===== src/rtl/instr_fetch_pkg.sv =====
// Shared types for the fetch stage: program counter, instruction word and
// the fetch FSM state encoding.
package definitions;

  typedef logic [7:0]  ProgramCounter;
  typedef logic [31:0] Instruction;

  typedef enum logic [1:0] {
    IDLE,
    RUN,
    HALTED
  } fetch_state_t;

endpackage


===== src/rtl/instr_fetch_pc_next.sv =====
// Next-PC selection for the fetch stage: start address, branch target
// (absolute or fd_pc-relative), sequential increment, or hold.
module pc_next
  import definitions::*;
(
  input  fetch_state_t  state,
  input  logic          start,
  input  ProgramCounter start_addr,
  input  logic          stall,
  input  logic          branch_en,
  input  logic          branch_rel,
  input  ProgramCounter branch_target,
  input  logic [7:0]    branch_offset,
  input  logic          halt_req,
  input  ProgramCounter pc,
  input  ProgramCounter fd_pc,
  output ProgramCounter pc_nxt
);

  ProgramCounter rel_target;

  always_comb begin
    // Size cast of a signed operand sign-extends the offset to PC width.
    rel_target = fd_pc + ProgramCounter'($signed(branch_offset));
    pc_nxt     = pc;
    unique case (state)
      IDLE, HALTED: begin
        if (start) pc_nxt = start_addr;
      end
      RUN: begin
        if (halt_req)       pc_nxt = pc;
        else if (branch_en) pc_nxt = branch_rel ? rel_target : branch_target;
        else if (stall)     pc_nxt = pc;
        else                pc_nxt = pc + ProgramCounter'(1);
      end
      default: pc_nxt = pc;
    endcase
  end

endmodule


===== src/rtl/instr_fetch.sv =====
// Fetch stage: owns the PC, drives the instruction ROM address and registers
// the returned word into the F/D pipeline register with a saturating count.
module instr_fetch
  import definitions::*;
#(
  parameter int IW = 4,
  parameter int CW = 16
) (
  input  logic          CLK,
  input  logic          Reset,
  input  logic          start,
  input  ProgramCounter start_addr,
  input  logic          stall,
  input  logic          branch_en,
  input  logic          branch_rel,
  input  ProgramCounter branch_target,
  input  logic [7:0]    branch_offset,
  input  logic          halt_req,
  output ProgramCounter rom_addr,
  input  Instruction    rom_instr,
  output Instruction    fd_instr,
  output ProgramCounter fd_pc,
  output logic          fd_valid,
  output logic          running,
  output logic          done,
  output logic [CW-1:0] fetch_count
);

  // The ROM decodes only pc[IW-1:0]; its index cannot exceed the PC width.
  if (IW < 1 || IW > $bits(ProgramCounter)) begin : g_iw_check
    $error("instr_fetch: IW must be between 1 and the PC width");
  end

  fetch_state_t  state;
  ProgramCounter pc;
  ProgramCounter pc_nxt;

  assign rom_addr = pc;

  pc_next u_pc_next (
    .state         (state),
    .start         (start),
    .start_addr    (start_addr),
    .stall         (stall),
    .branch_en     (branch_en),
    .branch_rel    (branch_rel),
    .branch_target (branch_target),
    .branch_offset (branch_offset),
    .halt_req      (halt_req),
    .pc            (pc),
    .fd_pc         (fd_pc),
    .pc_nxt        (pc_nxt)
  );

  always_ff @(posedge CLK or posedge Reset) begin
    if (Reset) begin
      state       <= IDLE;
      pc          <= '0;
      fd_instr    <= '0;
      fd_pc       <= '0;
      fd_valid    <= 1'b0;
      running     <= 1'b0;
      done        <= 1'b0;
      fetch_count <= '0;
    end else begin
      pc <= pc_nxt;
      unique case (state)
        IDLE, HALTED: begin
          if (start) begin
            state       <= RUN;
            running     <= 1'b1;
            done        <= 1'b0;
            fetch_count <= '0;
          end
        end
        RUN: begin
          if (halt_req) begin
            state    <= HALTED;
            running  <= 1'b0;
            done     <= 1'b1;
            fd_valid <= 1'b0;
          end else if (branch_en) begin
            fd_valid <= 1'b0;
          end else if (!stall) begin
            fd_instr <= rom_instr;
            fd_pc    <= pc;
            fd_valid <= 1'b1;
            if (fetch_count != '1) fetch_count <= fetch_count + CW'(1);
          end
        end
        default: begin
          state   <= IDLE;
          running <= 1'b0;
          done    <= 1'b0;
        end
      endcase
    end
  end

endmodule


===== config.mk =====
export PLATFORM = sky130hd
export DESIGN_NAME = instr_fetch
export DESIGN_NICKNAME = d
export VERILOG_FILES = /design/src/rtl/instr_fetch_pkg.sv /design/src/rtl/instr_fetch_pc_next.sv /design/src/rtl/instr_fetch.sv
export SDC_FILE = /design/constraint.sdc
export NUM_CORES = 1
export LEC_CHECK = 0
export ABC_AREA = 1
export BUFFER_PORTS_ARGS = -buffer_cell sky130_fd_sc_hd__clkbuf_2
export CORE_MARGIN = 3
export CORE_UTILIZATION = 50
export DETAILED_ROUTE_END_ITERATION = 12
export PLACE_DENSITY = 0.8
export SLEW_MARGIN = 25
export SYNTH_ARGS = -nofsm -noshare
export SYNTH_HDL_FRONTEND = slang
export SYNTH_SLANG_ARGS = --single-unit
export TNS_END_PERCENT = 1

===== constraint.sdc =====
create_clock -name CLK -period 2.18 [get_ports CLK]
set_clock_uncertainty 0.05 [all_clocks]
set_input_delay 0 -clock CLK [delete_from_list [all_inputs] [get_ports CLK]]
set_output_delay 0 -clock CLK [all_outputs]
set_load 0.02 [all_outputs]

==> metrics.txt, run 1 <==
Tcrit/Tclk final=0.9059; first-pass GRT wire length=16.86 mm; fill cell count=approximately 540; Post-synth EDFFs=0; Tot GR Track Use=0.2450; Ys Warns=0; VDD IR max=0.7049 mV; fin. max-slew vios=0; Final HPWL DP=between 7 and 8 mm; # IOs=130; Root Buffer=clkbuf_8; # rows=30; Mapped Area=3749 sq um; setup repair bufs after CTS=0; clk_lat worst skew=340 ps; endpoints failing setup=0; Antenna Nets Post-Route=0; outcome=finished, final reports clean; PostCTS Resize Cnt=0; Hold/Removal Path Class=in -> reg; global route total overflow=0; first-pass iteration count of the detailed router=5; Synth Area in Compound Gates=0.05741; Reg clk slew, reported paths=80 ps; DIE AREA=8572 sq um; average wire per standard cell=~14 um; Residual DRC=0; Worst Setup Path Type=reg -> reg; Async SR Flop Fraction=1.000; cts-stage hold buffer count=42; Unique masters post-synth=35; Area Growth Syn to Fin=36.48%; dominant synthesized flop cell=dfrtp_1; clock buffer depth=2; top cells by count, synth=129 x nand2_1, 68 x dfrtp_1, 48 x nor2_1; largest net degree at the start of global routing=33; PortBufs=129; GR Util met3=0.05199; Initial DRC Count=185; PD cells=1210 nW/um^2; Die Wd=92.59 um; starting density of the core=0.5340; Syn Area/Cell=8.386 sq um; initial antenna violation count=0; Synth Area in Simple Gates=0.2580; top-area cell type share of the netlist area=0.4539; H-tree levels=3; final setup TNS=0 ps; core area=7019 sq um; CP Launch Type=flip-flop; Die H=just over 90 um; Total Power=6191 uW; XOR/XNOR Fraction of Synth Area=0.03505; Total Wirelength=roughly 10 mm; fin crit period=roughly 2000 ps; synth top area cells=dfrtp_1 45%, nand2_1 13%, mux2_2 9.0%, nor2_1 4.8%, inv_1 4.0%; DR vias/cell=5.076; largest family of logic cells by synthesized area=simple AND/OR/NAND/NOR gates; vias in the first global route=approximately 3700; Reg2Reg Setup Slack=210 ps; TritonCTS Buffers=9; CTS Sinks=68; most frequent cell after synthesis=nand2_1; Pleak=0.002703 uW; Seq/Total Area, Yosys=0.4539; crit-path max FO=23; Syn Nets=520; grt peak-use layer=met2; #FFs+latches synth=68; met1 Track Usage GR=0.3018; WP data arrival=approximately 2200 ps; CP Data Required Time=2370 ps; share of cells above drive strength 1=0.3190; mux share of post-synthesis cell area=0.09613; Synth area leader=dfrtp_1; Diodes inserted=0; max_slew headroom=0.5958; met2 Use GR=0.4369; CP endpoint kind=flip-flop; Nets=~700; Max Clock Freq=506.3 MHz; CTS tree=built; unrepaired setup endpoints after global routing=false; MaxCap Viol Count=0; Post-Syn Instances=approximately 450; Synth Area in Adders=0.03538; Vias=3670; Final Hold Vio Count=0; gpl congestion=0.8666; actual slew at the worst max-slew pin=605.4 ps
-- routing by layer --
metal | vias to the layer above | routed length, um
met2 | 133 | 5324
met1 | 1743 | 3876
li1 | 1780 | -
met4 | 0 | 121
met5 | - | 0
met3 | 14 | 605
-- where the power goes --
part / switching, uW / internal, uW
combinational: 1860 / 1120
sequential: 387 / 1750
clock: 526 / 548
total: 2770 / 3420
-- final cells by class --
class / count / area [sq um] / share of cell area
clock inverter: 7 / 82.58 / 0.01614
multi-input combinational: 323 / 1812 / 0.3541
tap: 96 / 120.1 / 0.02348
timing repair buffer: 178 / 1119 / 0.2186
sequential: 68 / 1702 / 0.3326
clock buffer: 9 / 123.9 / 0.02421
inverter: 42 / 157.7 / 0.03081
-- layout by cell type, fill, tap and decap left out, types with 3 or more instances in the layout --
cell / Yosys / routed
xor2_1: 13 / 13
nand2_1: 129 / 129
inv_1: 40 / 39
nor2_1: 48 / 48
nor3_1: 6 / 6
o21ai_0: 17 / 17
or2_2: 4 / 4
nand3_1: 30 / 29
ha_1: 9 / 9
inv_2: 2 / 3
o21ai_2: 4 / 4
clkbuf_8: 0 / 9
a21oi_1: 7 / 7
clkbuf_2: 0 / 129
dfrtp_1: 68 / 68
mux2_2: 30 / 30
dlygate4sd3_1: 0 / 42
inv_6: 0 / 3
o211ai_1: 3 / 3
buf_4: 0 / 7
-- cells by family after synthesis --
logic type / Yosys count
flops: 68
fa+ha+maj: 10
buf+inv: 56
simple gates: 230
compound gates: 36
xor+xnor: 15
mux: 32
-- path summary, 6_finish.rpt --
path,cells after the start,to,start
min reg2reg,2,running,running
max,10,state[0],fetch_count[0]
max in group asynchronous,4,fd_instr[11],Reset
min,7,rom_addr[4],branch_target[4]
min in group asynchronous,3,fd_instr[13],Reset
max reg2reg,10,state[0],fetch_count[0]
-- stage by stage --
step,instances,util,hold WS (ps),setup WS (ps),cell area (sq um)
6_report,723,0.7289,22.05,205.0,5116
5_1_grt,723,0.7289,26.29,19.57,5116
4_1_cts,723,0.7289,10.99,194.9,5116
3_5_place_dp,665,0.6396,46.04,202.9,4489
3_3_place_gp,665,0.6396,16.43,313.0,4489
2_1_floorplan,447,-,81.68,322.1,3749
-- worst max-delay path: stages, from the launching register on --
cell     delay (ps)
dfrtp_1         460
ha_1            240
inv_1            60
nor2_2          160
nand2_1         100
o21ai_1         150
nand2_1         100
nand2_4         230
inv_2           160
nand2_1         110
nand2_1          50
-- state kept, by name (all words and copies together) (netlist names) --
register     flops
done             1
rom_addr         8
fd_valid         1
fd_pc            8
running          1
fd_instr        32
fetch_count     16
state            1
No activity file was read; power rests on OpenSTA's default activity.
==> run 2, diff against run 1 <==
--- a/config.mk
+++ b/config.mk
@@ -10,7 +10,7 @@
 export CORE_MARGIN = 3
 export CORE_UTILIZATION = 50
 export DETAILED_ROUTE_END_ITERATION = 12
-export PLACE_DENSITY = 0.8
+export PLACE_DENSITY = 0.87
 export SLEW_MARGIN = 25
 export SYNTH_ARGS = -nofsm -noshare
 export SYNTH_HDL_FRONTEND = slang
==> run 2 against run 1 <==
- critical path depth did not move
- first-iteration DRC count fell by 29%
- count of clock-buffer cells in the layout rose by 4
- register-to-register slack improved by 100 ps
- clock power barely moved
- routed wire length rose by 2.7%
- via count rose by 0.27%
- core utilization rose by 0.53 points
- final cell count rose by 0.28%
==> metrics.txt, run 2 (same netlist as run 1, synthesis figures left out) <==
CTS Sinks=68; DIE AREA=~8600 sq um; first-pass iteration count of the detailed router=5; Hold/Removal Path Class=in -> reg; PD cells=approximately 1200 nW/um^2; final setup TNS=0 ps; clk_lat worst skew=about 350 ps; Antenna Nets Post-Route=0; unrepaired setup endpoints after global routing=false; largest net degree at the start of global routing=50; fill cell count=552; Biggest register=fd_instr; DR vias/cell=5.076; max reg flops=32; vias in the first global route=3584; Worst Setup Path Type=reg -> reg; fin. max-slew vios=0; # IOs=130; # rows=30; first-pass GRT wire length=16.85 mm; PortBufs=129; average wire per standard cell=approximately 14 um; setup repair bufs after CTS=0; Residual DRC=0; Die H=between 90 and 100 um; fin util=0.7342; Initial DRC Count=131; Crit path buffers/inverters=2; Tot GR Track Use=0.2477; Pleak=~0.0027 uW; Reg2Reg Setup Slack=roughly 310 ps; Cell Chain, Critical Path=ha_1, inv_1, nor2_2, nand2_1, o21ai_1, nand2_1, nand2_4, inv_2, nand2_1, nand2_1; WP data arrival=2060 ps; outcome=finished, final reports clean; CP endpoint kind=flip-flop; gpl congestion=0.8896; critical path's largest stage delay=450 ps; Reg clk slew, reported paths=80 ps; core area=about 7000 sq um; fin crit period=1873 ps; CP max-delay cell=dfrtp_1; MaxCap Viol Count=0; starting density of the core=0.5340; most frequent cells in the layout=129 x nand2_1, 129 x clkbuf_2, 68 x dfrtp_1; Die Wd=92.59 um; max_slew headroom=0.5590; CP Launch Type=flip-flop; Crit path max-delay family=simple AND/OR/NAND/NOR gates; Nets=696; PostCTS Resize Cnt=0; share of cells above drive strength 1=0.3137; global route total overflow=0; clock buffer depth=2; CTS tree=built; H-tree levels=3; top flop regs=fd_instr (32), fetch_count (16); Area Growth Syn to Fin=37.48%; placed cells=roughly 660; Vias=3680; Max Clock Freq=roughly 530 MHz; Final Hold Vio Count=0; most used cell, CP=nand2_1; Tcrit/Tclk final=0.8594; crit-path max FO=14; Total Wirelength=10.20 mm; initial antenna violation count=0; actual slew at the worst max-slew pin=around 660 ps; endpoints failing setup=0; Root Buffer=clkbuf_8; CP Data Required Time=2370 ps; VDD IR max=0.6396 mV; Non-Filler Instances=725; Final HPWL DP=6.952 mm; Total Power=roughly 6300 uW; TritonCTS Buffers=9
[run 2: cell count changes in the layout (fill, tap and decap cells not counted)]
cell	delta
clkbuf_1	+2
buf_4	-3
clkbuf_8	+2
dlygate4sd3_1	+2
inv_8	-1
diode_2	+1
inv_6	-3
buf_12	+2
[run 2: final timing paths]
| path | start | end | depth (start not counted) |
|---|---|---|---|
| max in group asynchronous | Reset | fetch_count[2] | 4 |
| min in group asynchronous | Reset | fd_instr[14] | 3 |
| min | branch_en | rom_addr[3] | 3 |
| max | fetch_count[0] | running | 10 |
| min reg2reg | fd_instr[23] | fd_instr[23] | 1 |
| max reg2reg | fetch_count[0] | running | 10 |
[run 2: layer usage]
metal,vias to the layer above,track usage,part of all wire
met5,-,0,0
met4,0,0.1052,0.023
met3,26,0.04712,0.064
met2,156,0.4296,0.51
met1,1703,0.3001,0.40
li1,1795,-,-
[run 2: cell type report]
class / instances / area (sq um) / area share
tap: 96 / 120.1 / 0.02331
timing repair buffer: 179 / 1156 / 0.2243
multi-input combinational: 323 / 1812 / 0.3515
inverter: 42 / 157.7 / 0.03059
clock buffer: 13 / 158.9 / 0.03083
clock inverter: 3 / 45.04 / 0.008740
antenna: 1 / 2.502 / 0.0004856
sequential: 68 / 1702 / 0.3302
[run 2: report_power, final]
part	total (uW)	switching [uW]	internal, uW
combinational	3050	1890	1160
clock	1080	486	592
sequential	2140	389	1750
[run 2: per-stage QoR]
stage               cell area [sq um]  worst slack (ps)  hold slack [ps]
global placement                 4507             412.6            52.73
finish                           5154             306.5            11.92
floorplan                        3749             322.1            81.68
global route                     5151             74.83            33.99
detailed placement               4507             326.4            69.29
CTS                              5151             302.4            1.109
[run 2: repair_timing]
action,CTS,global route
endpoints found under the hold margin,73,0
hold buffers,44,0
endpoints found under the setup margin,0,0
[run 2: worst reg2reg max path: stages (launching register included)]
cell     delay (ps)
dfrtp_1         450
ha_1            240
inv_1            70
nor2_2          150
nand2_1         100
o21ai_1         130
nand2_1         100
nand2_4         170
inv_2           140
nand2_1         100
nand2_1          50
